--- config.mk ---
export PLATFORM = sky130hd
export DESIGN_NAME = sram_arbiter_flat
export DESIGN_NICKNAME = d
export VERILOG_FILES = /design/src/rtl/b16_mem_pkg.sv /design/src/rtl/sram_arbiter_if.sv /design/src/rtl/sram_grant_sel.sv /design/src/rtl/sram_arbiter.sv /design/src/flat_wrapper.sv
export SDC_FILE = /design/constraint.sdc
export NUM_CORES = 1
export LEC_CHECK = 0
export CAP_MARGIN = 40
export CORE_ASPECT_RATIO = 1.5
export CORE_MARGIN = 5
export CORE_UTILIZATION = 41
export CTS_CLUSTER_SIZE = 30
export DETAILED_ROUTE_END_ITERATION = 12
export MAX_ROUTING_LAYER = met4
export PLACE_DENSITY_LB_ADDON = 0.05
export SLEW_MARGIN = 20
export SYNTH_ARGS = -nofsm -noshare
export SYNTH_HDL_FRONTEND = slang
export SYNTH_SLANG_ARGS = --single-unit
--- constraint.sdc ---
create_clock -name clk -period 2.2 [get_ports clk]
set_clock_uncertainty 0.2 [all_clocks]
set_input_delay 0.22 -clock clk [delete_from_list [all_inputs] [get_ports clk]]
set_output_delay 0.22 -clock clk [all_outputs]
set_load 0.005 [all_outputs]
--- src/rtl/b16_mem_pkg.sv ---
// Shared definitions for the b16 external SRAM arbiter.
//   state_t        : arbiter FSM states
//   PORT_DBG/CPU   : requester index constants (bit positions in gnt)
//   WAIT_DEFAULT   : default number of ACCESS cycles
//   STARVE_DEFAULT : default debug grants tolerated while the CPU waits
//   req_valid()    : a request is only real when it reads or writes something
package b16_mem_pkg;

  typedef enum logic [1:0] {IDLE, SETUP, ACCESS, DONE} state_t;

  localparam int PORT_DBG       = 0;
  localparam int PORT_CPU       = 1;
  localparam int WAIT_DEFAULT   = 3;
  localparam int STARVE_DEFAULT = 4;
  localparam int DATA_W         = 16;

  function automatic logic req_valid(input logic req, input logic r, input logic [1:0] w);
    return req & (r | (|w));
  endfunction

endpackage

--- src/rtl/sram_arbiter_if.sv ---
// One requester port of the SRAM arbiter.
//   master : requester side (drives req/addr/r/w/wdata, receives ack/rdata)
//   slave  : arbiter side
// req is held until ack; ack is a single-cycle pulse; rdata is held until
// the next read on the same port completes.
interface sram_arbiter_if;
  import b16_mem_pkg::*;

  logic              req;
  logic [15:0]       addr;
  logic              r;
  logic [1:0]        w;
  logic [DATA_W-1:0] wdata;
  logic              ack;
  logic [DATA_W-1:0] rdata;

  modport master (output req, addr, r, w, wdata, input ack, rdata);
  modport slave  (input req, addr, r, w, wdata, output ack, rdata);
endinterface

--- src/rtl/sram_grant_sel.sv ---
// Priority / anti-starvation picker for the two SRAM requesters.
//   clk, reset : clock and synchronous active-high reset
//   arb_en     : arbiter is in IDLE and may grant this cycle
//   dbg_vld    : debug port has a valid request
//   cpu_vld    : CPU port has a valid request
//   sel_dbg    : debug granted this cycle
//   sel_cpu    : CPU granted this cycle
// Debug wins by default; the CPU wins when debug is idle or after STARVE
// consecutive debug grants taken while the CPU was waiting.
module sram_grant_sel #(
  parameter int STARVE = 4
) (
  input  logic clk,
  input  logic reset,
  input  logic arb_en,
  input  logic dbg_vld,
  input  logic cpu_vld,
  output logic sel_dbg,
  output logic sel_cpu
);

  localparam int SW = $clog2(STARVE + 1);
  localparam logic [SW-1:0] STARVE_MAX = SW'(STARVE);

  logic [SW-1:0] starve_cnt;
  logic          cpu_force;

  assign cpu_force = (starve_cnt == STARVE_MAX);
  assign sel_cpu   = arb_en & cpu_vld & (~dbg_vld | cpu_force);
  assign sel_dbg   = arb_en & dbg_vld & ~sel_cpu;

  // Only arbitration cycles move the counter; a CPU that is not asking
  // at that moment has nothing to be starved of.
  always_ff @(posedge clk) begin
    if (reset) begin
      starve_cnt <= '0;
    end else if (arb_en) begin
      if (!cpu_vld || sel_cpu)
        starve_cnt <= '0;
      else if (sel_dbg && !cpu_force)
        starve_cnt <= starve_cnt + 1'b1;
    end
  end

endmodule

--- src/rtl/sram_arbiter.sv ---
// Two-port arbiter and timing sequencer for the b16 external 16-bit async SRAM.
//   clk, reset      : clock and synchronous active-high reset
//   dbg, cpu        : requester ports (sram_arbiter_if.slave)
//   busy            : an access is in progress (state != IDLE)
//   gnt             : one-hot owner {cpu, dbg}, 00 when idle
//   sram_addr       : word address {2'b00, addr[15:1]}
//   sram_dq_in      : pad input data
//   sram_dq_out     : write data to pads; sram_dq_oe enables the pad drivers
//   sram_*_n        : active-low SRAM strobes
// Each access is IDLE -> SETUP -> ACCESS x WAIT -> DONE -> IDLE; all outputs
// are registered from the next-state decode so they line up with the state.
module sram_arbiter
  import b16_mem_pkg::*;
#(
  parameter int WAIT   = WAIT_DEFAULT,
  parameter int STARVE = STARVE_DEFAULT
) (
  input  logic              clk,
  input  logic              reset,
  sram_arbiter_if.slave     dbg,
  sram_arbiter_if.slave     cpu,
  output logic              busy,
  output logic [1:0]        gnt,
  output logic [17:0]       sram_addr,
  input  logic [DATA_W-1:0] sram_dq_in,
  output logic [DATA_W-1:0] sram_dq_out,
  output logic              sram_dq_oe,
  output logic              sram_ce_n,
  output logic              sram_oe_n,
  output logic              sram_we_n,
  output logic              sram_ub_n,
  output logic              sram_lb_n
);

  localparam logic [3:0] WAIT_LAST = 4'(WAIT - 1);

  state_t     state, state_d;
  logic [3:0] wait_cnt;
  logic       own_cpu_q, wr_q;
  logic [1:0] be_q;
  logic       own_cpu_n, wr_n;
  logic [1:0] be_n;
  logic       dbg_vld, cpu_vld, sel_dbg, sel_cpu, load, capture;
  logic       active_d, busy_d, ce_n_d, oe_n_d, we_n_d, ub_n_d, lb_n_d, dq_oe_d;
  logic       dbg_ack_d, cpu_ack_d;
  logic [1:0] gnt_d;
  logic       addr_lsb_unused;

  assign addr_lsb_unused = dbg.addr[0] ^ cpu.addr[0];

  assign dbg_vld = req_valid(dbg.req, dbg.r, dbg.w);
  assign cpu_vld = req_valid(cpu.req, cpu.r, cpu.w);
  assign load    = sel_dbg | sel_cpu;
  assign capture = (state == ACCESS) && (wait_cnt == WAIT_LAST) && !wr_q;

  sram_grant_sel #(.STARVE(STARVE)) u_sel (
    .clk     (clk),
    .reset   (reset),
    .arb_en  (state == IDLE),
    .dbg_vld (dbg_vld),
    .cpu_vld (cpu_vld),
    .sel_dbg (sel_dbg),
    .sel_cpu (sel_cpu)
  );

  // Next state
  always_comb begin
    state_d = state;
    case (state)
      IDLE:    if (load) state_d = SETUP;
      SETUP:   state_d = ACCESS;
      ACCESS:  if (wait_cnt == WAIT_LAST) state_d = DONE;
      DONE:    state_d = IDLE;
      default: state_d = IDLE;
    endcase
  end

  // Output decode from the next state and the owner about to be latched;
  // a write with r also set is still a write.
  always_comb begin
    own_cpu_n = own_cpu_q;
    wr_n      = wr_q;
    be_n      = be_q;
    if (load) begin
      own_cpu_n = sel_cpu;
      wr_n      = sel_cpu ? (|cpu.w) : (|dbg.w);
      be_n      = sel_cpu ? cpu.w : dbg.w;
    end
    active_d  = (state_d != IDLE);
    busy_d    = active_d;
    gnt_d     = active_d ? {own_cpu_n, ~own_cpu_n} : 2'b00;
    ce_n_d    = ~active_d;
    oe_n_d    = ~(active_d && !wr_n && state_d != DONE);
    we_n_d    = ~(state_d == ACCESS && wr_n);
    dq_oe_d   = active_d && wr_n;
    ub_n_d    = ~active_d | (wr_n & ~be_n[1]);
    lb_n_d    = ~active_d | (wr_n & ~be_n[0]);
    dbg_ack_d = (state_d == DONE) && !own_cpu_n;
    cpu_ack_d = (state_d == DONE) &&  own_cpu_n;
  end

  // State, strobes and registered outputs
  always_ff @(posedge clk) begin
    if (reset) begin
      state       <= IDLE;
      wait_cnt    <= '0;
      own_cpu_q   <= 1'b0;
      wr_q        <= 1'b0;
      busy        <= 1'b0;
      gnt         <= 2'b00;
      sram_ce_n   <= 1'b1;
      sram_oe_n   <= 1'b1;
      sram_we_n   <= 1'b1;
      sram_ub_n   <= 1'b1;
      sram_lb_n   <= 1'b1;
      sram_dq_oe  <= 1'b0;
      sram_addr   <= '0;
      sram_dq_out <= '0;
      dbg.ack     <= 1'b0;
      cpu.ack     <= 1'b0;
      dbg.rdata   <= '0;
      cpu.rdata   <= '0;
    end else begin
      state      <= state_d;
      wait_cnt   <= (state == ACCESS) ? wait_cnt + 4'd1 : 4'd0;
      own_cpu_q  <= own_cpu_n;
      wr_q       <= wr_n;
      busy       <= busy_d;
      gnt        <= gnt_d;
      sram_ce_n  <= ce_n_d;
      sram_oe_n  <= oe_n_d;
      sram_we_n  <= we_n_d;
      sram_ub_n  <= ub_n_d;
      sram_lb_n  <= lb_n_d;
      sram_dq_oe <= dq_oe_d;
      dbg.ack    <= dbg_ack_d;
      cpu.ack    <= cpu_ack_d;
      if (load) begin
        sram_addr   <= {2'b00, (sel_cpu ? cpu.addr[15:1] : dbg.addr[15:1])};
        sram_dq_out <= sel_cpu ? cpu.wdata : dbg.wdata;
      end
      if (capture) begin
        if (own_cpu_q) cpu.rdata <= sram_dq_in;
        else           dbg.rdata <= sram_dq_in;
      end
    end
  end

  always_ff @(posedge clk) begin
    be_q <= be_n;
  end

endmodule

--- src/flat_wrapper.sv ---
// flat-port wrapper written by rule: the top's interface ports become plain ports
module sram_arbiter_flat import b16_mem_pkg::*;
#(
  parameter int WAIT   = WAIT_DEFAULT,
  parameter int STARVE = STARVE_DEFAULT
)
  (clk, reset, busy, gnt, sram_addr, sram_dq_in, sram_dq_out, sram_dq_oe, sram_ce_n, sram_oe_n, sram_we_n, sram_ub_n, sram_lb_n, dbg_req, dbg_addr, dbg_r, dbg_w, dbg_wdata, dbg_ack, dbg_rdata, cpu_req, cpu_addr, cpu_r, cpu_w, cpu_wdata, cpu_ack, cpu_rdata);
  sram_arbiter_if dbg_i ();
  sram_arbiter_if cpu_i ();
  input  logic clk;
  input  logic reset;
  output logic busy;
  output logic [1:0] gnt;
  output logic [17:0] sram_addr;
  input  logic [DATA_W-1:0] sram_dq_in;
  output logic [DATA_W-1:0] sram_dq_out;
  output logic sram_dq_oe;
  output logic sram_ce_n;
  output logic sram_oe_n;
  output logic sram_we_n;
  output logic sram_ub_n;
  output logic sram_lb_n;
  input wire logic [$bits(dbg_i.req)-1:0] dbg_req;
  input wire logic [$bits(dbg_i.addr)-1:0] dbg_addr;
  input wire logic [$bits(dbg_i.r)-1:0] dbg_r;
  input wire logic [$bits(dbg_i.w)-1:0] dbg_w;
  input wire logic [$bits(dbg_i.wdata)-1:0] dbg_wdata;
  output wire logic [$bits(dbg_i.ack)-1:0] dbg_ack;
  output wire logic [$bits(dbg_i.rdata)-1:0] dbg_rdata;
  input wire logic [$bits(cpu_i.req)-1:0] cpu_req;
  input wire logic [$bits(cpu_i.addr)-1:0] cpu_addr;
  input wire logic [$bits(cpu_i.r)-1:0] cpu_r;
  input wire logic [$bits(cpu_i.w)-1:0] cpu_w;
  input wire logic [$bits(cpu_i.wdata)-1:0] cpu_wdata;
  output wire logic [$bits(cpu_i.ack)-1:0] cpu_ack;
  output wire logic [$bits(cpu_i.rdata)-1:0] cpu_rdata;
  assign dbg_i.req = dbg_req;
  assign dbg_i.addr = dbg_addr;
  assign dbg_i.r = dbg_r;
  assign dbg_i.w = dbg_w;
  assign dbg_i.wdata = dbg_wdata;
  assign dbg_ack = dbg_i.ack;
  assign dbg_rdata = dbg_i.rdata;
  assign cpu_i.req = cpu_req;
  assign cpu_i.addr = cpu_addr;
  assign cpu_i.r = cpu_r;
  assign cpu_i.w = cpu_w;
  assign cpu_i.wdata = cpu_wdata;
  assign cpu_ack = cpu_i.ack;
  assign cpu_rdata = cpu_i.rdata;
  sram_arbiter #(.WAIT(WAIT), .STARVE(STARVE)) u_core (.clk(clk), .reset(reset), .dbg(dbg_i), .cpu(cpu_i), .busy(busy), .gnt(gnt), .sram_addr(sram_addr), .sram_dq_in(sram_dq_in), .sram_dq_out(sram_dq_out), .sram_dq_oe(sram_dq_oe), .sram_ce_n(sram_ce_n), .sram_oe_n(sram_oe_n), .sram_we_n(sram_we_n), .sram_ub_n(sram_ub_n), .sram_lb_n(sram_lb_n));
endmodule
# Yosys cells after proc, flatten, opt, wreduce, memory -nomap -nowiden
# Cells that the tools add are included.
# word_totals
regBits	87
latchBits	0
ramBits	0
mem_bits_ro	0
elab_cells	91
memories	0
# op_classes
add_sub_neg	2
mul	0
div_mod_pow	0
order_cmp	0
n_eq_ne	8
n_shift	0
muxes	12
bitwise_logic	24
reduce_logical	25
# op_table
operator	count
16-bit 2-to-1 mux	1
15-bit 2-to-1 mux	1
1-bit inverter	10
1-bit logical AND	9
1-bit AND	8
2-bit equality test, second input constant	4
2-bit 2-to-1 mux	4
2-bit case mux with 4 select lines	1
2-bit OR reduction	4
3-bit 2-to-1 mux	2
1-bit OR	6
2-bit AND reduction	3
1-bit logical NOT	5
4-bit by 1-bit adder with 4-bit output, second input constant	1
4-bit by 2-bit equality test with 1-bit output, second input constant	1
2-bit nonzero test	2
3-bit by 1-bit adder with 3-bit output, second input constant	1
3-bit equality test, second input constant	1
1-bit 2-to-1 mux	3
2-bit by 1-bit equality test with 1-bit output, second input constant	1
2-bit logical NOT	1
2-bit != test, second input constant	1
1-bit logical OR	1

# Depth between registers and ports, before layout
# Gate-level depths: netlist of the first run.
# logic_depth
word_depth	15
depth_mapped	9
depth_no_buf	8

# Modules after synthesis
# From an unflattened synthesis of the first run, not the netlist that was laid out.
# unflattened
cells_unflattened	402
hier_area_um2	3686.0
# modules_own_cells
mod	n_inst	cells_each	area_per_inst_um2
sram_arbiter	1	379	3487.1
sram_grant_sel	1	23	198.9

# Worst setup path before layout of the first run
# Ideal clock, no wire load.
# synth_timing
path_type	register to register
from	register u_core.wait_cnt[0]
to	register u_core.cpu.rdata[10]
t_arrival_ps	1665
path_slack_ps	208
path_stages_with_launch	9
n_path_buf	2
synth_period_minus_slack_ps	1992
cell_sequence	dfxtp_1 > inv_1 > ha_1 > nor3b_1 > nand4b_1 > clkbuf_1 > buf_2 > mux2i_1 > nor2_1
# synth_via
elab_chain_len	4
# synth_lines
item	line	rtl
start: declaration	sram_arbiter.sv:38	logic [3:0] wait_cnt;
start signal: assignment	sram_arbiter.sv:125	wait_cnt <= (state == ACCESS) ? wait_cnt + 4'd1 : 4'd0;
4-bit by 2-bit equality test with 1-bit output	sram_arbiter.sv:54	assign capture = (state == ACCESS) && (wait_cnt == WAIT_LAST) && !wr_q;
1-bit logical AND (2 in a row)	sram_arbiter.sv:54	
2-bit AND reduction (no line)	n/a	
end: declaration	sram_arbiter_if.sv:18	modport slave (input req, addr, r, w, wdata, output ack, rdata);
# Every way passes these cells.
# A chain may end at the register's enable or synchronous reset.

# Worst setup path after layout of the first run
# layout_timing
from	register u_core.state[0]
to	register u_core.sram_dq_out[6]
# layout_via
elab_chain_len	6
# layout_lines
item	line	rtl
start: declaration	sram_arbiter.sv:37	state_t state, state_d;
start signal: assignment	sram_arbiter.sv:124	state <= state_d;
2-bit logical NOT (*)	sram_arbiter.sv:59	.arb_en (state == IDLE),
1-bit AND (2 in a row)	sram_grant_sel.sv:29	assign sel_cpu = arb_en & cpu_vld & (~dbg_vld | cpu_force);
1-bit inverter	sram_grant_sel.sv:30	assign sel_dbg = arb_en & dbg_vld & ~sel_cpu;
1-bit AND	sram_grant_sel.sv:30	
1-bit OR	sram_arbiter.sv:53	assign load = sel_dbg | sel_cpu;
end signal: assignment	sram_arbiter.sv:140	sram_dq_out <= sel_cpu ? cpu.wdata : dbg.wdata;
end: declaration	sram_arbiter.sv:26	output logic [DATA_W-1:0] sram_dq_out,
# Every way passes the cells marked *; elsewhere a longest branch is shown, timed or not.

==> flow_summary.html, run 1 <==
<table>
<tr><th>Metric</th><th>Value</th></tr>
<tr><th colspan="2">Status</th></tr>
<tr><td>Outcome</td><td>complete, no violations</td></tr>
<tr><th colspan="2">Route</th></tr>
<tr><td>Drt via density</td><td>4.77</td></tr>
<tr><td>DR WL/cell</td><td>14.3 um</td></tr>
<tr><td>DR DRC count</td><td>0</td></tr>
<tr><td>Antenna-violating nets left</td><td>0</td></tr>
<tr><td>Aggregate routed wire length</td><td>8960 um</td></tr>
<tr><td>Vias after detailed routing</td><td>2994</td></tr>
<tr><td>Pre-antenna DRT Iters</td><td>4</td></tr>
<tr><td>DRC marker count from the first detailed-route iteration</td><td>64</td></tr>
<tr><th colspan="2">Floorplan</th></tr>
<tr><td>Rows</td><td>between 40 and 50</td></tr>
<tr><td>Die W</td><td>~86 um</td></tr>
<tr><td>Initial Utilization</td><td>0.422</td></tr>
<tr><td>Number of primary I/O pins</td><td>~170</td></tr>
<tr><td>DIE AREA</td><td>10700 um2</td></tr>
<tr><td>Floorplan die height</td><td>between 100 and 150 um</td></tr>
<tr><td>Core Area</td><td>8410 um2</td></tr>
<tr><th colspan="2">Placement</th></tr>
<tr><td>RePlAce Congestion</td><td>0.774</td></tr>
<tr><td>Cell area reported after detailed placement</td><td>5320 um2</td></tr>
<tr><td>Port Buf Inserts</td><td>161</td></tr>
<tr><td>Setup slack after placement</td><td>-0.0862 ns</td></tr>
<tr><td>HPWL after detailed placement</td><td>6980 um</td></tr>
<tr><th colspan="2">Clocking</th></tr>
<tr><td>CTS Hold Bufs</td><td>0</td></tr>
<tr><td>Clock Tree Buf Depth</td><td>2</td></tr>
<tr><td>CTS tree</td><td>done</td></tr>
<tr><td>Clock-pin transition on the worst setup and hold timing paths</td><td>0.06 ns</td></tr>
<tr><td>Clock Sinks</td><td>87</td></tr>
<tr><td>Resized Gates After CTS</td><td>0</td></tr>
<tr><td>Clock Latency Late Sink</td><td>0.33 ns</td></tr>
<tr><td>Post-CTS setup-driven buffer insertion count</td><td>0</td></tr>
<tr><td>Number of levels the H-tree was split into</td><td>3</td></tr>
<tr><td>Root Driver</td><td>clkbuf_16</td></tr>
<tr><td>Num CTS Buffers</td><td>9</td></tr>
<tr><th colspan="2">Yosys</th></tr>
<tr><td>Top cell type's share of synthesized area</td><td>0.491</td></tr>
<tr><td>Sequential element share of the synthesized area</td><td>0.491</td></tr>
<tr><td>Count of mapped cells out of synthesis</td><td>about 350</td></tr>
<tr><td>Flop and latch count out of synthesis</td><td>87</td></tr>
<tr><td>Unique masters post-synth</td><td>39</td></tr>
<tr><td>Synth warn</td><td>0</td></tr>
<tr><td>Cell type with the largest total area after synthesis</td><td>dfxtp_1</td></tr>
<tr><td>Mean instance size in the synthesized netlist</td><td>10.2 um2</td></tr>
<tr><td>Largest cells by area after synthesis</td><td>dfxtp_1, mux2i_1, nor2_1, a211oi_1, ha_1</td></tr>
<tr><td>Area of the mapped netlist</td><td>around 3500 um2</td></tr>
<tr><th colspan="2">GRT</th></tr>
<tr><td>Wire length of the first global-routing pass</td><td>13800 um</td></tr>
<tr><td>Pin count of the biggest net entering global routing</td><td>63</td></tr>
<tr><td>Number of antenna violations at the first check in global routing</td><td>0</td></tr>
<tr><td>Via count of the first global-routing pass</td><td>slightly below 3000</td></tr>
<tr><td>Grt total ovfl</td><td>0</td></tr>
<tr><td>Global-route usage over all layers</td><td>0.171</td></tr>
<tr><th colspan="2">Final layout</th></tr>
<tr><td>Final std cell area, no fill</td><td>5640 um2</td></tr>
<tr><td>Core occupancy in the finished layout</td><td>0.671</td></tr>
<tr><td>N_diodes</td><td>0</td></tr>
<tr><td>Area growth syn-to-layout</td><td>59.1%</td></tr>
<tr><td>Proportion of layout cells with a drive suffix above 1</td><td>0.0845</td></tr>
<tr><td>Nets@finish</td><td>612</td></tr>
<tr><th colspan="2">Worst setup path</th></tr>
<tr><td>Beginning of the worst register-to-register path</td><td>u_core.state[0]</td></tr>
<tr><td>Cells on worst reg2reg path</td><td>7</td></tr>
<tr><td>Startpoint class of the critical path</td><td>register</td></tr>
<tr><td>Critical path fanouts, max</td><td>33</td></tr>
<tr><td>Critical path class</td><td>reg -&gt; reg</td></tr>
<tr><td>Worst setup EP type</td><td>register</td></tr>
<tr><td>Data arrival, critical path</td><td>around 2.1 ns</td></tr>
<tr><td>Register-to-register setup slack</td><td>0.14 ns</td></tr>
<tr><td>Critical register-to-register path endpoint</td><td>u_core.sram_dq_out[6]</td></tr>
<tr><td>Worst endpoint required time</td><td>2.23 ns</td></tr>
<tr><th colspan="2">Power</th></tr>
<tr><td>Fraction of power consumed by the clock network</td><td>0.282</td></tr>
<tr><td>Static leakage</td><td>2.24 nW</td></tr>
<tr><td>Sum of internal, switching and leakage power</td><td>0.00573 W</td></tr>
<tr><td>Cell internal pwr</td><td>roughly 0.004 W</td></tr>
<tr><td>Switching share of power</td><td>0.281</td></tr>
<tr><td>Proportion of power drawn by flip-flops and latches</td><td>0.360</td></tr>
<tr><td>Power density of the placed cells</td><td>1010 nW/um2</td></tr>
<tr><td>P_sw</td><td>0.00161 W</td></tr>
<tr><td>Worst ir drop on vdd</td><td>629 uV</td></tr>
<tr><td>Combinational share of power</td><td>0.358</td></tr>
<tr><th colspan="2">STA</th></tr>
<tr><td>Minimum setup slack in the final design</td><td>0.145 ns</td></tr>
<tr><td>Unrepaired setup endpoints after global routing</td><td>false</td></tr>
<tr><td>Actual transition at the worst max-transition pin</td><td>slightly below 0.6 ns</td></tr>
<tr><td>Final-report hold violation count</td><td>0</td></tr>
<tr><td>Final Cycle Share</td><td>0.934</td></tr>
<tr><td>Setup_tns</td><td>0 ns</td></tr>
<tr><td>Crit path time final</td><td>2.06 ns</td></tr>
<tr><td>Max Fclk</td><td>approximately 0.49 GHz</td></tr>
<tr><td>Rel. slew slack</td><td>0.609</td></tr>
<tr><td>Final Max Tran Viols</td><td>0</td></tr>
<tr><td>Final setup violation count</td><td>0</td></tr>
<tr><th colspan="2">Worst hold path</th></tr>
<tr><td>Classification of the worst-slack hold path</td><td>in -&gt; reg</td></tr>
<tr><td>Hold Path Stages</td><td>2</td></tr>
<tr><td>End of the worst hold path</td><td>u_core.dbg.rdata[4]</td></tr>
<tr><td>Startpoint of the worst hold path</td><td>reset</td></tr>
<tr><th colspan="2">Job</th></tr>
<tr><td>Max-capacitance violation count</td><td>0</td></tr>
</table>
area by class of cell:
cell class,instances,area (um2)
flip-flops and latches,87,1740
clock buffers,13,260
clock inverters,3,65.1
well taps,107,134
inverters,7,26.3
fillers,728,2770
multi-input cells,229,1610
repair buffers,182,1800
how the worst max path moves through the flow:
| stage | slack [ns] | start | end |
|---|---|---|---|
| 2_1_floorplan | 0.21 | u_core.wait_cnt[0] | u_core.cpu.rdata[10] |
| 6_report | 0.14 | u_core.state[0] | u_core.sram_dq_out[6] |
| 3_3_place_gp | 0.0007 | dbg_r | u_core.gnt[1] |
| 3_5_place_dp | -0.09 | dbg_r | u_core.gnt[1] |
| 4_1_cts | 0.13 | u_core.state[0] | u_core.sram_dq_out[6] |
| 5_1_grt | 0.03 | u_core.state[0] | u_core.sram_dq_out[6] |
worst max-delay path, cell delays in order, from the launching register on:
cell      delay (ns)
dfxtp_1         0.31
inv_1           0.09
ha_1            0.28
o311ai_4        0.16
a31oi_4         0.20
buf_12          0.26
mux2i_1         0.14
a211oi_1        0.29
kinds of logic (layout without fill, tap and decap cells):
group           Yosys count  after routing  share of synthesized area
simple gates            100            100                      0.120
flops                    87             87                      0.491
mux                      66             66                      0.186
compound gates           51             51                      0.117
buf+inv                  33            205                     0.0561
fa+ha+maj                 6              6                     0.0212
xor+xnor                  3              3                    0.00741
other cells               1              3                    0.00106
cells in the mapped netlist:
master     instances
nand2_1            5
a2bb2oi_1          1
nor2_1            81
nor3b_1            1
a31oi_4            1
a21oi_1            4
xor2_1             1
conb_1             1
buf_6              1
a211oi_1          31
o22ai_2            1
o31ai_1            2
buf_4              4
or3_1              1
xnor2_1            2
nand2b_1           2
nand2_2            1
nand4b_1           1
or3_4              1
mux2i_1           66
dfxtp_1           87
and4bb_2           1
o21ai_1            2
o311ai_4           1
a22o_1             2
ha_1               6
and2_1             1
inv_2              1
inv_1              6
buf_2              3
o21ai_0            1
nor4_1             1
a21o_1             3
nand3_1            2
o311ai_2           1
nand3b_1           2
clkbuf_1          15
buf_12             3
o21a_1             1
layer usage:
layer	wire, um	track usage	vias to the layer above
li1	-	-	1542
met1	3450	0.182	1327
met2	4490	0.288	114
met3	837	0.0602	11
met4	182	0.0723	0
met5	0	-	-
placed cells by master, fill, tap and decap left out, types with 2 or more instances in the layout:
cell type	count
ha_1	6
dfxtp_1	87
inv_1	6
buf_4	18
clkbuf_16	9
xnor2_1	2
a22o_1	2
nand3_1	2
nand3b_1	2
o31ai_1	2
bufinv_16	2
a21oi_1	4
a21o_1	3
mux2i_1	66
nand2_1	5
clkdlybuf4s50_1	160
clkbuf_8	2
a211oi_1	31
nor2_1	81
buf_12	3
conb_1	3
clkbuf_1	2
nand2b_1	2
o21ai_1	2
flip-flops by register name (all words and copies together), names as in the netlist, 2 cells and up:
name	cells
u_core.be_q	2
u_core.cpu.rdata	16
u_core.dbg.rdata	16
u_core.gnt	2
u_core.sram_addr	15
u_core.sram_dq_out	16
u_core.state	2
u_core.u_sel.starve_cnt	3
u_core.wait_cnt	4
power by group through the flow:
stage	clock (W)	combinational (W)	sequential, W
global placement	0	0.00204	0.00209
global route	0.00171	0.00226	0.00210
floorplan	0	0.00101	0.00212
CTS	0.00167	0.00209	0.00207
detailed placement	0	0.00207	0.00210
finish	0.00162	0.00205	0.00206
through the flow:
step	std cells	hold WS, ns
after floorplan	349	0.150
after global placement	612	0.246
after detailed placement	612	0.251
after CTS	628	0.182
after global routing	628	0.228
final	628	0.178
Power figures use the tool's default switching activity.
==> run 2: changes to the inputs <==
GPL_TIMING_DRIVEN = 0   (was unset)
==> flow_summary.html, run 2 (synthesis results as in run 1) <==
<table>
<tr><th>Metric</th><th>Value</th></tr>
<tr><th colspan="2">STA</th></tr>
<tr><td>Actual transition at the worst max-transition pin</td><td>0.529 ns (was 0.587 ns)</td></tr>
<tr><td>Final Cycle Share</td><td>0.958 (was 0.934)</td></tr>
<tr><td>Rel. slew slack</td><td>0.647 (was 0.609)</td></tr>
<tr><td>Final Max Tran Viols</td><td>0 (unchanged)</td></tr>
<tr><td>Max Fclk</td><td>0.474 GHz (was 0.487 GHz)</td></tr>
<tr><td>Final setup violation count</td><td>0 (unchanged)</td></tr>
<tr><td>Unrepaired setup endpoints after global routing</td><td>false (unchanged)</td></tr>
<tr><td>Final-report hold violation count</td><td>0 (unchanged)</td></tr>
<tr><td>Crit path time final</td><td>2.11 ns (was 2.06 ns)</td></tr>
<tr><th colspan="2">Power</th></tr>
<tr><td>Sum of internal, switching and leakage power</td><td>0.00593 W (was 0.00573 W)</td></tr>
<tr><td>Static leakage</td><td>2.27 nW (was 2.24 nW)</td></tr>
<tr><td>Worst ir drop on vdd</td><td>553 uV (was 629 uV)</td></tr>
<tr><td>Power density of the placed cells</td><td>1030 nW/um2 (was 1010 nW/um2)</td></tr>
<tr><th colspan="2">Route</th></tr>
<tr><td>Pre-antenna DRT Iters</td><td>5 (was 4)</td></tr>
<tr><td>Drt via density</td><td>4.88 (was 4.77)</td></tr>
<tr><td>Antenna-violating nets left</td><td>0 (unchanged)</td></tr>
<tr><td>Aggregate routed wire length</td><td>9520 um (was 8960 um)</td></tr>
<tr><td>DRC marker count from the first detailed-route iteration</td><td>122 (was 64)</td></tr>
<tr><td>DR WL/cell</td><td>15.0 um (was 14.3 um)</td></tr>
<tr><td>Vias after detailed routing</td><td>3102 (was 2994)</td></tr>
<tr><td>DR DRC count</td><td>0 (unchanged)</td></tr>
<tr><th colspan="2">Final layout</th></tr>
<tr><td>Most common cell after layout, fill and taps aside</td><td>clkdlybuf4s50_1 (unchanged)</td></tr>
<tr><td>Most used cells in the layout excluding fill and tap cells</td><td>clkdlybuf4s50_1, dfxtp_1, nor2_1 (unchanged)</td></tr>
<tr><td>Post-route non-filler standard cell count</td><td>636 (was 628)</td></tr>
<tr><td>N_diodes</td><td>0 (unchanged)</td></tr>
<tr><td>Nets@finish</td><td>621 (was 612)</td></tr>
<tr><td>Number of filler instances in the final layout</td><td>708 (was 728)</td></tr>
<tr><td>Proportion of layout cells with a drive suffix above 1</td><td>0.0926 (was 0.0845)</td></tr>
<tr><td>Area growth syn-to-layout</td><td>62.2% (was 59.1%)</td></tr>
<tr><td>Regs by FF count</td><td>u_core.cpu.rdata x16, u_core.dbg.rdata x16, u_core.sram_dq_out x16 (unchanged)</td></tr>
<tr><th colspan="2">Floorplan</th></tr>
<tr><td>Number of primary I/O pins</td><td>167 (unchanged)</td></tr>
<tr><td>Die W</td><td>85.9 um (unchanged)</td></tr>
<tr><td>Floorplan die height</td><td>124 um (unchanged)</td></tr>
<tr><td>Core Area</td><td>8410 um2 (unchanged)</td></tr>
<tr><td>Initial Utilization</td><td>0.422 (unchanged)</td></tr>
<tr><td>Rows</td><td>41 (unchanged)</td></tr>
<tr><td>DIE AREA</td><td>10700 um2 (unchanged)</td></tr>
<tr><th colspan="2">Clocking</th></tr>
<tr><td>Clock Tree Buf Depth</td><td>2 (unchanged)</td></tr>
<tr><td>Number of levels the H-tree was split into</td><td>3 (unchanged)</td></tr>
<tr><td>Clock Latency Late Sink</td><td>0.33 ns (about the same)</td></tr>
<tr><td>Root Driver</td><td>clkbuf_16 (unchanged)</td></tr>
<tr><td>Clock-pin transition on the worst setup and hold timing paths</td><td>0.06 ns (about the same)</td></tr>
<tr><td>CTS tree</td><td>done (unchanged)</td></tr>
<tr><td>Num CTS Buffers</td><td>9 (unchanged)</td></tr>
<tr><td>CTS Hold Bufs</td><td>0 (unchanged)</td></tr>
<tr><td>Clock Sinks</td><td>87 (unchanged)</td></tr>
<tr><th colspan="2">Job</th></tr>
<tr><td>Max-capacitance violation count</td><td>0 (unchanged)</td></tr>
<tr><th colspan="2">Placement</th></tr>
<tr><td>Port Buf Inserts</td><td>161 (unchanged)</td></tr>
<tr><td>RePlAce Congestion</td><td>0.769 (was 0.774)</td></tr>
<tr><td>Total instance count after detailed placement</td><td>617 (was 612)</td></tr>
<tr><td>HPWL after detailed placement</td><td>7420 um (was 6980 um)</td></tr>
<tr><th colspan="2">Worst setup path</th></tr>
<tr><td>Critical path fanouts, max</td><td>10 (was 33)</td></tr>
<tr><td>CP max stage delay</td><td>0.31 ns (about the same)</td></tr>
<tr><td>Worst setup startpoint</td><td>u_core.state[0] (unchanged)</td></tr>
<tr><td>Worst endpoint required time</td><td>2.19 ns (was 2.23 ns)</td></tr>
<tr><td>Most numerous cell on the critical path</td><td>buf_12</td></tr>
<tr><td>Register-to-register setup slack</td><td>0.09 ns (was 0.14 ns)</td></tr>
<tr><td>Logic depth of the worst path, buffers included</td><td>9 (was 7)</td></tr>
<tr><td>Critical path's top delay family</td><td>buffers and inverters (was compound AO/OA/AOI/OAI gates)</td></tr>
<tr><td>Critical Path Slowest Stage Cell</td><td>dfxtp_1 (unchanged)</td></tr>
<tr><td>Startpoint class of the critical path</td><td>register (unchanged)</td></tr>
<tr><td>Crit path buf inv count</td><td>4 (was 2)</td></tr>
<tr><td>Cells on worst reg2reg path</td><td>9 (was 7)</td></tr>
<tr><td>Critical register-to-register path endpoint</td><td>u_core.sram_addr[14] (was u_core.sram_dq_out[6])</td></tr>
<tr><td>Beginning of the worst register-to-register path</td><td>u_core.state[0] (unchanged)</td></tr>
<tr><td>Worst setup EP type</td><td>register (unchanged)</td></tr>
<tr><td>CP Capture Point</td><td>u_core.sram_addr[14] (was u_core.sram_dq_out[6])</td></tr>
<tr><td>Cell breakdown of the critical path</td><td>inv_1 &gt; ha_1 &gt; buf_4 &gt; o311ai_4 &gt; a31oi_4 &gt; buf_12 &gt; buf_12 &gt; mux2i_2 &gt; a211oi_1 (was inv_1 &gt; ha_1 &gt; o311ai_4 &gt; a31oi_4 &gt; buf_12 &gt; mux2i_1 &gt; a211oi_1)</td></tr>
<tr><td>Data arrival, critical path</td><td>2.10 ns (was 2.08 ns)</td></tr>
<tr><td>Critical path class</td><td>reg -&gt; reg (unchanged)</td></tr>
<tr><th colspan="2">Worst hold path</th></tr>
<tr><td>Classification of the worst-slack hold path</td><td>reg -&gt; reg (was in -&gt; reg)</td></tr>
<tr><td>Hold Path Stages</td><td>1 (was 2)</td></tr>
<tr><th colspan="2">GRT</th></tr>
<tr><td>Global-route usage over all layers</td><td>0.177 (was 0.171)</td></tr>
<tr><td>Wire length of the first global-routing pass</td><td>14200 um (was 13800 um)</td></tr>
<tr><td>Grt total ovfl</td><td>0 (unchanged)</td></tr>
<tr><td>Via count of the first global-routing pass</td><td>3014 (was 2930)</td></tr>
<tr><td>Number of antenna violations at the first check in global routing</td><td>0 (unchanged)</td></tr>
<tr><td>Pin count of the biggest net entering global routing</td><td>14 (was 63)</td></tr>
<tr><th colspan="2">Status</th></tr>
<tr><td>Outcome</td><td>complete, no violations (unchanged)</td></tr>
</table>
run 2: cell types whose count changed in the layout (fill, tap and decap cells not counted), moves of 2 or more:
cell,delta
buf_4,-10
clkbuf_1,+8
clkbuf_2,+5
mux2i_1,-5
mux2i_2,+3
mux2i_4,+2
run 2: worst min-delay path by stage:
stage	slack [ns]	start	end
2_1_floorplan	0.15	dbg_w[0]	u_core.be_q[0]
3_3_place_gp	0.24	u_core.wait_cnt[0]	u_core.wait_cnt[0]
6_report	0.26	u_core.wait_cnt[0]	u_core.wait_cnt[0]
5_1_grt	0.29	u_core.wait_cnt[0]	u_core.wait_cnt[0]
3_5_place_dp	0.25	u_core.wait_cnt[0]	u_core.wait_cnt[0]
4_1_cts	0.27	u_core.wait_cnt[0]	u_core.wait_cnt[0]
run 2: power by group:
part	internal [W]	total, W	switching, W
registers	0.00192	0.00206	0.000148
logic	0.00116	0.00214	0.000976
clock network	0.00116	0.00173	0.000566
total	0.00424	0.00593	0.00169
run 2: metal layers:
| layer | GRT usage | up-vias | part of all wire |
|---|---|---|---|
| li1 | - | 1548 | - |
| met1 | 0.180 | 1424 | 0.37 |
| met2 | 0.314 | 117 | 0.52 |
| met3 | 0.0430 | 13 | 0.086 |
| met4 | 0.0871 | 0 | 0.022 |
| met5 | - | - | 0 |
run 2: timing repair:
action                                  CTS  global route
pin swaps                                 1             0
hold endpoints to repair                  0             0
cloned                                    0             1
setup buffers                             1             3
endpoints found under the setup margin   45            37
gates resized for setup                   6            15
run 2: final cells by class:
| class | count | area, um2 | share of cell area |
|---|---|---|---|
| Buffer | 25 | 190 | 0.0331 |
| Clock buffer | 12 | 256 | 0.0446 |
| Clock inverter | 3 | 90.1 | 0.0157 |
| Inverter | 7 | 26.3 | 0.00457 |
| Multi-Input combinational cell | 230 | 1670 | 0.291 |
| Sequential cell | 87 | 1740 | 0.303 |
| Tap cell | 107 | 134 | 0.0233 |
| Timing Repair Buffer | 165 | 1640 | 0.285 |
run 2: per-stage QoR:
stage | setup slack (ns) | TNS (ns) | util | cell area [um2] | hold slack (ns)
6_report | 0.0916 | 0 | 0.684 | 5750 | 0.264
5_1_grt | 0.00951 | 0 | 0.684 | 5750 | 0.289
4_1_cts | 0.00786 | 0 | 0.673 | 5660 | 0.266
3_5_place_dp | -0.241 | -6.97 | 0.630 | 5300 | 0.253
3_3_place_gp | -0.256 | -7.15 | 0.630 | 5300 | 0.243
2_1_floorplan | 0.208 | 0 | - | 3550 | 0.150
==> run 3: changes to the inputs <==
CORE_UTILIZATION = 37   (was 41)
GPL_TIMING_DRIVEN = unset   (was 0)
clock period = 1.8 ns   (was 2.2 ns; I/O delays follow)
==> flow_summary.html, run 3 (synthesis results as in run 1) <==
<table>
<tr><th>Metric</th><th>Value</th></tr>
<tr><th colspan="2">Placement</th></tr>
<tr><td>HPWL after detailed placement</td><td>7130 um (was 7420 um)</td></tr>
<tr><td>Setup slack after placement</td><td>-0.417 ns (was -0.241 ns)</td></tr>
<tr><td>RePlAce Congestion</td><td>0.777 (was 0.769)</td></tr>
<tr><td>Port Buf Inserts</td><td>161 (unchanged)</td></tr>
<tr><td>Total instance count after detailed placement</td><td>631 (was 617)</td></tr>
<tr><th colspan="2">Route</th></tr>
<tr><td>Antenna-violating nets left</td><td>0 (unchanged)</td></tr>
<tr><td>Pre-antenna DRT Iters</td><td>4 (was 5)</td></tr>
<tr><td>DR DRC count</td><td>0 (unchanged)</td></tr>
<tr><td>Vias after detailed routing</td><td>3160 (was 3102)</td></tr>
<tr><td>DRC marker count from the first detailed-route iteration</td><td>85 (was 122)</td></tr>
<tr><td>Aggregate routed wire length</td><td>10100 um (was 9520 um)</td></tr>
<tr><td>Drt via density</td><td>4.80 (was 4.88)</td></tr>
<tr><td>DR WL/cell</td><td>15.3 um (was 15.0 um)</td></tr>
<tr><th colspan="2">Power</th></tr>
<tr><td>Worst ir drop on vdd</td><td>759 uV (was 553 uV)</td></tr>
<tr><td>Combinational share of power</td><td>0.410 (was 0.360)</td></tr>
<tr><td>Static leakage</td><td>2.41 nW (was 2.27 nW)</td></tr>
<tr><td>Fraction of power consumed by the clock network</td><td>0.244 (was 0.292)</td></tr>
<tr><td>Switching share of power</td><td>0.299 (was 0.285)</td></tr>
<tr><td>Sum of internal, switching and leakage power</td><td>0.00735 W (was 0.00593 W)</td></tr>
<tr><td>P_sw</td><td>0.00220 W (was 0.00169 W)</td></tr>
<tr><td>Proportion of power drawn by flip-flops and latches</td><td>0.345 (was 0.348)</td></tr>
<tr><td>Cell internal pwr</td><td>0.00515 W (was 0.00424 W)</td></tr>
<tr><td>Power density of the placed cells</td><td>1220 nW/um2 (was 1030 nW/um2)</td></tr>
<tr><th colspan="2">GRT</th></tr>
<tr><td>Number of antenna violations at the first check in global routing</td><td>0 (unchanged)</td></tr>
<tr><td>Via count of the first global-routing pass</td><td>3255 (was 3014)</td></tr>
<tr><td>Global-route usage over all layers</td><td>0.169 (was 0.177)</td></tr>
<tr><td>Wire length of the first global-routing pass</td><td>15400 um (was 14200 um)</td></tr>
<tr><td>Pin count of the biggest net entering global routing</td><td>62 (was 14)</td></tr>
<tr><td>Grt total ovfl</td><td>0 (unchanged)</td></tr>
<tr><th colspan="2">Final layout</th></tr>
<tr><td>Nets@finish</td><td>638 (was 621)</td></tr>
<tr><td>Most common cell after layout, fill and taps aside</td><td>clkdlybuf4s50_1 (unchanged)</td></tr>
<tr><td>Most used cells in the layout excluding fill and tap cells</td><td>clkdlybuf4s50_1, nor2_1, dfxtp_1 (was clkdlybuf4s50_1, dfxtp_1, nor2_1)</td></tr>
<tr><td>Proportion of layout cells with a drive suffix above 1</td><td>0.176 (was 0.0926)</td></tr>
<tr><td>Post-route non-filler standard cell count</td><td>659 (was 636)</td></tr>
<tr><td>Core occupancy in the finished layout</td><td>0.645 (was 0.684)</td></tr>
<tr><td>Regs by FF count</td><td>u_core.cpu.rdata x16, u_core.dbg.rdata x16, u_core.sram_dq_out x16 (unchanged)</td></tr>
<tr><td>N_diodes</td><td>0 (unchanged)</td></tr>
<tr><td>Area growth syn-to-layout</td><td>69.3% (was 62.2%)</td></tr>
<tr><th colspan="2">STA</th></tr>
<tr><td>Max Fclk</td><td>~0.54 GHz</td></tr>
<tr><td>Crit path time final</td><td>1.85 ns</td></tr>
<tr><td>Final setup violation count</td><td>30 (was 0)</td></tr>
<tr><td>Final-report hold violation count</td><td>0 (unchanged)</td></tr>
<tr><td>Unrepaired setup endpoints after global routing</td><td>true (was false)</td></tr>
<tr><td>Final hold slack</td><td>0.0549 ns (was 0.264 ns)</td></tr>
<tr><td>Final Max Tran Viols</td><td>0 (unchanged)</td></tr>
<tr><td>Minimum setup slack in the final design</td><td>-0.0469 ns (was 0.0916 ns)</td></tr>
<tr><td>Final Cycle Share</td><td>1.03</td></tr>
<tr><th colspan="2">Worst setup path</th></tr>
<tr><td>Worst setup startpoint</td><td>dbg_r (was u_core.state[0])</td></tr>
<tr><td>Cells on worst reg2reg path</td><td>8 (was 9)</td></tr>
<tr><td>Beginning of the worst register-to-register path</td><td>u_core.state[0] (unchanged)</td></tr>
<tr><td>Data arrival, critical path</td><td>1.86 ns (was 2.10 ns)</td></tr>
<tr><td>Critical path class</td><td>in -&gt; reg (was reg -&gt; reg)</td></tr>
<tr><td>Worst endpoint required time</td><td>1.81 ns (was 2.19 ns)</td></tr>
<tr><td>Worst setup EP type</td><td>register (unchanged)</td></tr>
<tr><td>Startpoint class of the critical path</td><td>input port (was register)</td></tr>
<tr><td>Critical path fanouts, max</td><td>8 (was 10)</td></tr>
<tr><th colspan="2">Clocking</th></tr>
<tr><td>CTS Hold Bufs</td><td>0 (unchanged)</td></tr>
<tr><td>Clock-pin transition on the worst setup and hold timing paths</td><td>0.06 ns (about the same)</td></tr>
<tr><td>Number of levels the H-tree was split into</td><td>3 (unchanged)</td></tr>
<tr><td>CTS tree</td><td>done (unchanged)</td></tr>
<tr><td>Clock Latency Late Sink</td><td>0.33 ns (about the same)</td></tr>
<tr><td>Clock Tree Buf Depth</td><td>2 (unchanged)</td></tr>
<tr><td>Num CTS Buffers</td><td>9 (unchanged)</td></tr>
<tr><td>Root Driver</td><td>clkbuf_16 (unchanged)</td></tr>
<tr><td>Clock Sinks</td><td>87 (unchanged)</td></tr>
<tr><th colspan="2">Floorplan</th></tr>
<tr><td>Die W</td><td>89.9 um (was 85.9 um)</td></tr>
<tr><td>Initial Utilization</td><td>0.381 (was 0.422)</td></tr>
<tr><td>Floorplan die height</td><td>130 um (was 124 um)</td></tr>
<tr><td>Number of primary I/O pins</td><td>167 (unchanged)</td></tr>
<tr><td>Core Area</td><td>9310 um2 (was 8410 um2)</td></tr>
<tr><td>Rows</td><td>43 (was 41)</td></tr>
<tr><td>DIE AREA</td><td>11700 um2 (was 10700 um2)</td></tr>
<tr><th colspan="2">Status</th></tr>
<tr><td>Failing checks</td><td>setup timing</td></tr>
<tr><td>Outcome</td><td>finished with violations (was complete, no violations)</td></tr>
<tr><th colspan="2">Worst hold path</th></tr>
<tr><td>Hold Path Stages</td><td>2 (was 1)</td></tr>
<tr><td>Classification of the worst-slack hold path</td><td>in -&gt; reg (was reg -&gt; reg)</td></tr>
<tr><td>Startpoint of the worst hold path</td><td>reset (was u_core.wait_cnt[0])</td></tr>
<tr><th colspan="2">Job</th></tr>
<tr><td>Max-capacitance violation count</td><td>0 (unchanged)</td></tr>
</table>
run 3: final timing paths:
check | to | slack [ns]
worst min register to register | u_core.cpu.rdata[11] | 0.29
worst max register to register | u_core.sram_dq_out[10] | -0.03
worst max-delay path | u_core.sram_dq_out[10] | -0.05
worst min-delay path | u_core.wr_q | 0.05
run 3: final cells by class:
cell class | count | area [um2]
fillers | 778 | 3300
repair buffers | 208 | 2090
flip-flops and latches | 87 | 1750
multi-input cells | 229 | 1710
clock buffers | 10 | 229
well taps | 112 | 140
clock inverters | 6 | 61.3
inverters | 7 | 26.3
run 3: power groups by stage:
stage | registers [W] | logic [W] | clock network [W]
after floorplan | 0.00259 | 0.00128 | 0
after global placement | 0.00256 | 0.00267 | 0
after detailed placement | 0.00256 | 0.00271 | 0
after CTS | 0.00254 | 0.00289 | 0.00186
after global routing | 0.00258 | 0.00329 | 0.00194
final | 0.00254 | 0.00301 | 0.00180
run 3: routing by layer:
| metal | wire [um] | GRT usage |
|---|---|---|
| met4 | 284 | 0.0806 |
| met3 | 796 | 0.0554 |
| met2 | 5020 | 0.283 |
| met1 | 3990 | 0.180 |
| met5 | 0 | - |
run 3: worst max-delay path, stage by stage:
cell and delay (ns):
clkdlybuf4s50_1 0.44, or3_4 0.40, a31oi_4 0.22, buf_8 0.18, buf_6 0.13, mux2i_2 0.21
a211oi_2 0.09
run 3: repair_timing:
item | CTS | global route
resized for setup | 25 | 19
pin swaps | 24 | 14
cloned | 1 | 2
setup buffers | 9 | 3
setup endpoints to repair | 33 | 61
run 3: stage by stage:
stage                     TNS, ns  area, um2
after floorplan            -0.221       3590
after global placement     -13.75       5470
after detailed placement   -15.15       5470
after CTS                   -1.57       5920
after global routing        -3.67       6010
final                      -0.437       6010
